## config.mk

```make
export PLATFORM = sky130hd
export DESIGN_NAME = overlay_fb_writer
export DESIGN_NICKNAME = d
export VERILOG_FILES = /design/src/rtl/overlay_pkg.sv /design/src/rtl/overlay_fifo.sv /design/src/rtl/overlay_fb_writer.sv
export SDC_FILE = /design/constraint.sdc
export NUM_CORES = 1
export LEC_CHECK = 0
export CAP_MARGIN = 20
export CORE_MARGIN = 5
export CORE_UTILIZATION = 40
export CTS_BUF_LIST = sky130_fd_sc_hd__clkbuf_4
export DETAILED_ROUTE_END_ITERATION = 12
export GPL_TIMING_DRIVEN = 0
export PLACE_DENSITY = 0.57
export SLEW_MARGIN = 20
export SYNTH_ARGS = -nofsm -noshare
export SYNTH_HDL_FRONTEND = slang
export SYNTH_SLANG_ARGS = --single-unit
```

## constraint.sdc

```tcl
create_clock -name clock -period 3.7 [get_ports clock]
set_clock_uncertainty 0.2 [all_clocks]
set_input_delay 0.555 -clock clock [delete_from_list [all_inputs] [get_ports clock]]
set_output_delay 0.555 -clock clock [all_outputs]
set_load 0.03 [all_outputs]
```

## src/rtl/overlay_pkg.sv

```systemverilog
// Shared definitions for the overlay beat stream: field offsets, beat width,
// and the frame-buffer writer state encoding.
package overlay_pkg;

  localparam int unsigned BEAT_W    = 54;
  localparam int unsigned MASK_HI   = 53;
  localparam int unsigned MASK_LO   = 50;
  localparam int unsigned FRAME_BIT = 49;
  localparam int unsigned ADDR_HI   = 48;
  localparam int unsigned ADDR_LO   = 32;
  localparam int unsigned PIXEL_HI  = 31;
  localparam int unsigned PIXEL_LO  = 0;

  typedef enum logic [1:0] {
    ST_IDLE = 2'd0,
    ST_REQ  = 2'd1,
    ST_FLIP = 2'd2
  } wr_state_t;

endpackage

```

## src/rtl/overlay_fifo.sv

```systemverilog
// Small synchronous FIFO for overlay beats; head is a combinational read of
// the oldest entry so the writer can inspect it before deciding to pop.
module overlay_fifo import overlay_pkg::*; #(
  parameter int DEPTH = 4,
  parameter int W     = BEAT_W
) (
  input  logic         clock,
  input  logic         reset_n,
  input  logic         push,
  input  logic [W-1:0] wdata,
  input  logic         pop,
  output logic [W-1:0] head,
  output logic         full,
  output logic         empty
);

  localparam int AW = $clog2(DEPTH);

  logic [DEPTH-1:0][W-1:0] mem;
  logic [AW-1:0]           wp, rp;
  logic [AW:0]             cnt;
  logic                    do_push, do_pop;

  assign full    = (cnt == (AW+1)'(DEPTH));
  assign empty   = (cnt == '0);
  assign do_push = push && !full;
  assign do_pop  = pop && !empty;
  assign head    = mem[rp];

  // Storage carries no reset; occupancy is tracked by the pointers alone.
  always_ff @(posedge clock) begin
    if (do_push) mem[wp] <= wdata;
  end

  always_ff @(posedge clock or negedge reset_n) begin
    if (!reset_n) begin
      wp  <= '0;
      rp  <= '0;
      cnt <= '0;
    end else begin
      if (do_push) wp <= wp + AW'(1);
      if (do_pop)  rp <= rp + AW'(1);
      case ({do_push, do_pop})
        2'b10:   cnt <= cnt + (AW+1)'(1);
        2'b01:   cnt <= cnt - (AW+1)'(1);
        default: cnt <= cnt;
      endcase
    end
  end

endmodule

```

## src/rtl/overlay_fb_writer.sv

```systemverilog
// Turns overlay beats into byte-masked word writes into one of two frame
// buffers, dropping fully-masked beats and reporting per-frame write counts.
module overlay_fb_writer import overlay_pkg::*; #(
  parameter int                DEPTH    = 4,
  parameter int                ADDR_W   = 28,
  parameter logic [ADDR_W-1:0] FB0_BASE = 28'h000_0000,
  parameter logic [ADDR_W-1:0] FB1_BASE = 28'h002_0000
) (
  input  logic              clock,
  input  logic              reset_n,
  input  logic [BEAT_W-1:0] din,
  input  logic              din_valid,
  output logic              din_ready,
  input  logic              enable,
  output logic              mem_req_valid,
  input  logic              mem_req_ready,
  output logic [ADDR_W-1:0] mem_addr,
  output logic [31:0]       mem_wdata,
  output logic [3:0]        mem_wmask,
  output logic              frame_done,
  output logic [16:0]       frame_words
);

  logic [BEAT_W-1:0] head;
  logic              full, empty, pop, load;
  wr_state_t         state, state_nxt;
  logic              cur_frame;
  logic [16:0]       word_cnt;

  logic [3:0]        head_mask;
  logic              head_frame;
  logic [16:0]       head_addr;
  logic [ADDR_W-1:0] head_waddr;

  assign head_mask  = head[MASK_HI:MASK_LO];
  assign head_frame = head[FRAME_BIT];
  assign head_addr  = head[ADDR_HI:ADDR_LO];
  assign head_waddr = (head_frame ? FB1_BASE : FB0_BASE) + ADDR_W'(head_addr);
  assign din_ready  = !full;

  overlay_fifo #(.DEPTH(DEPTH), .W(BEAT_W)) u_fifo (
    .clock   (clock),
    .reset_n (reset_n),
    .push    (din_valid),
    .wdata   (din),
    .pop     (pop),
    .head    (head),
    .full    (full),
    .empty   (empty)
  );

  always_comb begin
    state_nxt     = state;
    pop           = 1'b0;
    load          = 1'b0;
    mem_req_valid = 1'b0;
    frame_done    = 1'b0;
    case (state)
      ST_IDLE: begin
        if (!empty && enable) begin
          if (head_frame != cur_frame) begin
            state_nxt = ST_FLIP;
          end else if (head_mask == 4'd0) begin
            pop = 1'b1;
          end else begin
            pop       = 1'b1;
            load      = 1'b1;
            state_nxt = ST_REQ;
          end
        end
      end
      ST_REQ: begin
        mem_req_valid = 1'b1;
        if (mem_req_ready) state_nxt = ST_IDLE;
      end
      ST_FLIP: begin
        frame_done = 1'b1;
        state_nxt  = ST_IDLE;
      end
      default: state_nxt = ST_IDLE;
    endcase
  end

  // frame_words is captured on entry to FLIP so it is already valid during
  // the frame_done cycle; word_cnt cannot move while waiting there.
  always_ff @(posedge clock or negedge reset_n) begin
    if (!reset_n) begin
      state       <= ST_IDLE;
      cur_frame   <= 1'b1;
      word_cnt    <= '0;
      mem_addr    <= '0;
      mem_wdata   <= '0;
      mem_wmask   <= '0;
      frame_words <= '0;
    end else begin
      state <= state_nxt;
      if (load) begin
        mem_addr  <= head_waddr;
        mem_wdata <= head[PIXEL_HI:PIXEL_LO];
        mem_wmask <= head_mask;
      end
      if (state == ST_REQ && mem_req_ready && word_cnt != 17'h1FFFF)
        word_cnt <= word_cnt + 17'd1;
      if (state == ST_IDLE && state_nxt == ST_FLIP)
        frame_words <= word_cnt;
      if (state == ST_FLIP) begin
        cur_frame <= head_frame;
        word_cnt  <= '0;
      end
    end
  end

endmodule

```

-- Word level (Yosys, flattened, before mapping)
Cells that the tools add are included.
- register bits: 324
- input bits: 59
- output and inout bits: 84
- add/subtract/negate cells: 6
- $lt $le $gt $ge: 3
- equality and inequality tests: 8
- mux-type cells: 23
- reductions and logical operators: 14
- operators with widths (cell ; number):
    bitwise mux 216 bit ; 1
    binary-select mux 54 bit (select 2 bit) ; 1
    demux 54 bit (select 2 bit) ; 1
    two-way mux 54 bit ; 2
    two-way mux 17 bit ; 2
    adder 18 x 17 -> 19 bit ; 1
    two-way mux 18 bit ; 1
    adder 17 x 1 -> 17 bit (second input constant) ; 1
    inequality test 17 bit (second input constant) ; 1
    two-way mux 1 bit ; 9
    two-way mux 2 bit ; 4
    logical AND 1 bit ; 7
    equality test 2 bit (second input constant) ; 3
    less-than comparator 2 x 3 -> 1 bit (second input constant) ; 2
    one-hot mux 3 bit (2 select lines) ; 1
    adder 2 x 1 -> 2 bit (second input constant) ; 2
    equality test 2 x 1 -> 1 bit (second input constant) ; 2
    zero test 4 bit ; 1
    one-hot mux 2 bit (2 select lines) ; 1
    nonzero test 2 bit ; 2
    adder 3 x 1 -> 3 bit (second input constant) ; 1
    equality test 3 bit (second input constant) ; 1
    zero test 3 bit ; 1
    subtractor 3 x 1 -> 3 bit (second input constant) ; 1
    other kinds (4) ; 5

-- Depth between registers and ports, before layout
Gate-level depths: netlist (run 1).
- depth after elaboration: 9
- depth in mapped cells: 10

-- Cells and area by module
Synthesis (run 1) repeated with hierarchy kept, for this count alone.
- cell total of the unflattened synthesis: 593
- area total of the unflattened synthesis: 11956.5 µm²
- modules (own cells, without submodules) (module ; times used ; cells an instance ; area each (µm²) ; sequential area each (µm²)):
    overlay_fifo ; 1 ; 320 ; 8201.6 ; 6661.4
    overlay_fb_writer ; 1 ; 273 ; 3754.9 ; 2278.4

-- Least setup slack after synthesis (run 1)
Ideal clock, no wire load.
- kind: flip-flop to flip-flop
- start point: reg u_fifo.cnt[0]
- end point: reg u_fifo.mem[0] (netlist name), enable pin
- setup time: 418 ps
- data arrival time: 2139 ps
- setup slack: 943 ps
- cell stages (with the launch flop): 4
- period minus slack after synthesis: 2757 ps
- path through: dfrtp_1 inv_1 nand3_1 and3_1
- cells in the longest elaborated chain, start to end: 3
- ends and longest elaborated chain (item ; RTL line ; RTL):
    start: declaration ; overlay_fifo.sv:21 ; logic [AW:0] cnt;
    start signal: assignment ; overlay_fifo.sv:44 ; 2'b10: cnt <= cnt + (AW+1)'(1);
    start signal: assignment ; overlay_fifo.sv:45 ; 2'b01: cnt <= cnt - (AW+1)'(1);
    start signal: assignment ; overlay_fifo.sv:46 ; default: cnt <= cnt;
    equality test 3 bit ; overlay_fifo.sv:24 ; assign full = (cnt == (AW+1)'(DEPTH));
    zero test 1 bit ; - ;
    net din_ready ; overlay_fb_writer.sv:13 ; output logic din_ready,
    logical AND 1 bit ; overlay_fifo.sv:26 ; assign do_push = push && !full;
    end signal: indexed assignment ; overlay_fifo.sv:32 ; if (do_push) mem[wp] <= wdata;
    end: declaration ; overlay_fifo.sv:19 ; logic [DEPTH-1:0][W-1:0] mem;
The timed path passes the listed nets, and every way through them passes these cells.
A chain may end at the register's enable or synchronous reset.

-- Final worst setup path (run 1)
- start point: reg state[0]
- end point: out frame_done
- cells in the longest elaborated chain, start to end: 2
- ends and longest elaborated chain (item ; RTL line ; RTL):
    start: declaration ; overlay_fb_writer.sv:26 ; wr_state_t state, state_nxt;
    start signal: assignment ; overlay_fb_writer.sv:96 ; state <= state_nxt;
    equality test 2 bit ; overlay_fb_writer.sv:58 ; case (state)
    two-way mux 1 bit ; overlay_fb_writer.sv:58 ;
    end: declaration ; overlay_fb_writer.sv:20 ; output logic frame_done,
Every way passes these cells.

==> impl_metrics.tcl, run 1 <==
set metrics [dict create \
    status "complete, no violations" \
    yosys.area.top_type "edfxtp_1" \
    final.fill_count 2469 \
    start_kind "flip-flop" \
    critical_path_arrival_ns 2.65 \
    worst_pin_slew_ns 0.957 \
    via_per_inst 4.88 \
    ys_seq_area_share_pct 73.8 \
    fp.dieH_um 184 \
    clkTransAtPathRegs_ns 0.06 \
    clock-root-buffer "clkbuf_4" \
    yosys-top-cells-area "edfxtp_1, dfrtp_1, mux4_2, mux2_4, mux2_2" \
    ys_warn_count 0 \
    grt-ovfl-total 0 \
    required_ns 2.94 \
    synthCells 590 \
    criticalPathCategory "flip-flop to output port" \
    start_util_pct 40.7 \
    p_leak_nw 5.75 \
    htree_num_levels 3 \
    io_pins 143 \
    clock_path_buffers 3 \
    layout-drive-gt1-share_pct 31.6 \
    grt_pass1_vias 7066 \
    synth_edf_count 216 \
    wl_per_cell_um 19.1 \
    ctsResizeCount 0 \
    die_w_um 184 \
    grt_use_total_pct 14.8 \
    die_area_um2 33900 \
    port_buffers 132 \
    cts_tree "yes" \
    synth_top_area_share_pct 53.5 \
    cts_buffers 84 \
    rows 63 \
    dp_cells 1126 \
    antenna_found_initial 4 \
    slew-limit-headroom_pct 35.4 \
    final_cell_mix "edfxtp_1, clkdlybuf4s50_1, clkbuf_4, dfrtp_1, mux4_2" \
    cap_violations 0 \
    dpl_cell_area_um2 14100 \
    endpoint_kind "output port" \
    drc_errors 0 \
    min_path_type "input port to asynchronous set/reset pin" \
    post-route-period-util_pct 92.0 \
    postRouteAntennaNets 0 \
    worstSkewPairLatency_ns 0.66 \
    power.density_nw_per_um2 822 \
    ys_ff_latch 314 \
    rsz0062_at_grt "no" \
    area_growth_pct 25.6 \
    syn_area_per_cell_um2 20.5 \
    ys.flop_type "edfxtp_1" \
    synthesis.area_um2 12100 \
    setup_tns_ns 0 \
    drt-total-wl_um 24500 \
    cts_sinks 314 \
    first_pass_iters 4 \
    min_period_ns 3.40 \
    nNetsFinal 890 \
    grt_pass1_wl_um 38500 \
    grt_max_degree 64 \
    final_cells 1286 \
    hold_violations 0 \
    maxSlewViolCount 0 \
    final_common_cell "edfxtp_1" \
    core_area_um2 29800 \
    critPathLaunch "state[0]" \
    finalSetupViolations 0 \
    ir_drop_uv 374 \
    fin_area_um2 15200 \
    crit_fanout 10 \
    synth-async-reset-ratio_pct 31.2 \
    vias 6271 \
    initialDrtViolationCount 313 \
    fmax_ghz 0.294 \
    rr_startpoint "u_fifo.rp[0]" \
    hold_ws_ns 0.167 \
    gp_congestion 0.793 \
    dp_hpwl_um 15200 \
    finalPower_mw 12.5 \
    synth_cell_types 45 \
]
kinds of logic (layout without fill, tap and decap cells):
kind of cell	after synthesis	count (layout)	synth area share [%]
flip-flops	314	314	73.8
multiplexers	126	126	18.0
AND/OR/NAND/NOR	69	69	3.21
buffers and inverters	42	338	2.33
AO/OA/AOI/OAI	15	15	0.692
XOR/XNOR	15	15	1.08
adder cells (fa/ha/maj)	8	8	0.888
other	1	11	0.0310
final timing paths:
path | to | slack [ns] | depth (start not counted)
setup reg to reg | u_fifo.cnt[2] | 0.64 | 9
hold reg to reg | cur_frame | 0.28 | 2
max in group asynchronous | cur_frame | 2.41 | 3
min in group clock | cur_frame | 0.28 | 2
hold / removal | frame_words[10] | 0.17 | 2
setup / recovery | frame_done | 0.30 | 4
synth_stat cells, drive strengths merged (2+ instances only):
| cell type | n |
|---|---|
| nand2 | 14 |
| nand3 | 11 |
| a21oi | 7 |
| nand4 | 4 |
| mux4 | 54 |
| or3 | 4 |
| xnor2 | 10 |
| ha | 7 |
| edfxtp | 216 |
| and2 | 3 |
| buf | 21 |
| and3 | 5 |
| o31ai | 2 |
| nor3 | 4 |
| dfrtp | 97 |
| o21ai | 5 |
| mux2 | 71 |
| inv | 8 |
| nor2 | 9 |
| nand2b | 2 |
| xor2 | 5 |
| nor4 | 4 |
| clkbuf | 12 |
| or4 | 3 |
stage by stage:
| stage | util [%] | setup WS, ns |
|---|---|---|
| 2_1_floorplan | - | 0.943 |
| 3_3_place_gp | 46.8 | -2.50 |
| 3_5_place_dp | 47.3 | 0.219 |
| 4_1_cts | 51.1 | 0.215 |
| 5_1_grt | 51.1 | 0.100 |
| 6_report | 51.1 | 0.297 |
timing repair:
item                      CTS  global route
hold buffers                1             0
setup buffers               0             0
hold endpoints to repair   57             0
critical path: stages, from the launching register on:
cell and delay (ns):
dfrtp_1 0.41, nand2b_1 0.23, clkinv_1 0.19, buf_1 0.41, clkdlybuf4s50_1 0.77
sequential cells by signal, indices dropped and copies added (netlist names):
name and count:
state 2, word_cnt 17, mem_addr 18, u_fifo.mem 216
u_fifo.rp 2, u_fifo.wp 2, mem_wmask 4, u_fifo.cnt 3
cur_frame 1, mem_wdata 32, frame_words 17
report_power, final:
group | leakage (nW) | total (mW) | switching (mW) | internal [mW]
clock network | 0.658 | 3.04 | 1.40 | 1.64
registers | 3.21 | 5.05 | 0.352 | 4.69
logic | 1.88 | 4.42 | 2.23 | 2.19
metal layers:
metal	global-route usage (%)	part of all wire, %
met4	5.38	2.0
met5	0	0.19
met3	5.07	7.1
met2	24.8	51
met1	17.8	40
layout make-up:
| cell class | instances | area, µm² | share of cell area (%) |
|---|---|---|---|
| clock inverter | 33 | 179 | 1.18 |
| clock buffer | 125 | 938 | 6.17 |
| multi-input combinational | 243 | 2950 | 19.4 |
| sequential | 314 | 8940 | 58.8 |
| buffer | 33 | 249 | 1.64 |
| inverter | 9 | 33.8 | 0.222 |
| tap | 390 | 488 | 3.21 |
| timing repair buffer | 138 | 1440 | 9.46 |
| antenna | 1 | 2.50 | 0.0164 |
(Power assumes the default switching activity.)
==> run 2: changes to the inputs <==
--- a/config.mk
+++ b/config.mk
@@ -11,6 +11,7 @@
 export CTS_BUF_LIST = sky130_fd_sc_hd__clkbuf_4
 export DETAILED_ROUTE_END_ITERATION = 12
 export GPL_TIMING_DRIVEN = 0
+export HOLD_SLACK_MARGIN = 0.06
 export PLACE_DENSITY = 0.57
 export SLEW_MARGIN = 20
 export SYNTH_ARGS = -nofsm -noshare
==> results of run 2 <==
Final layout, timing and power as in run 1 (identical DEF).
==> run 3: changes to the inputs <==
--- a/config.mk
+++ b/config.mk
@@ -5,6 +5,7 @@
 export SDC_FILE = /design/constraint.sdc
 export NUM_CORES = 1
 export LEC_CHECK = 0
+export ABC_CLOCK_PERIOD_IN_PS = 3700
 export CAP_MARGIN = 20
 export CORE_MARGIN = 5
 export CORE_UTILIZATION = 40
==> results of run 3 <==
Final layout, timing and power as in run 1 (identical DEF).
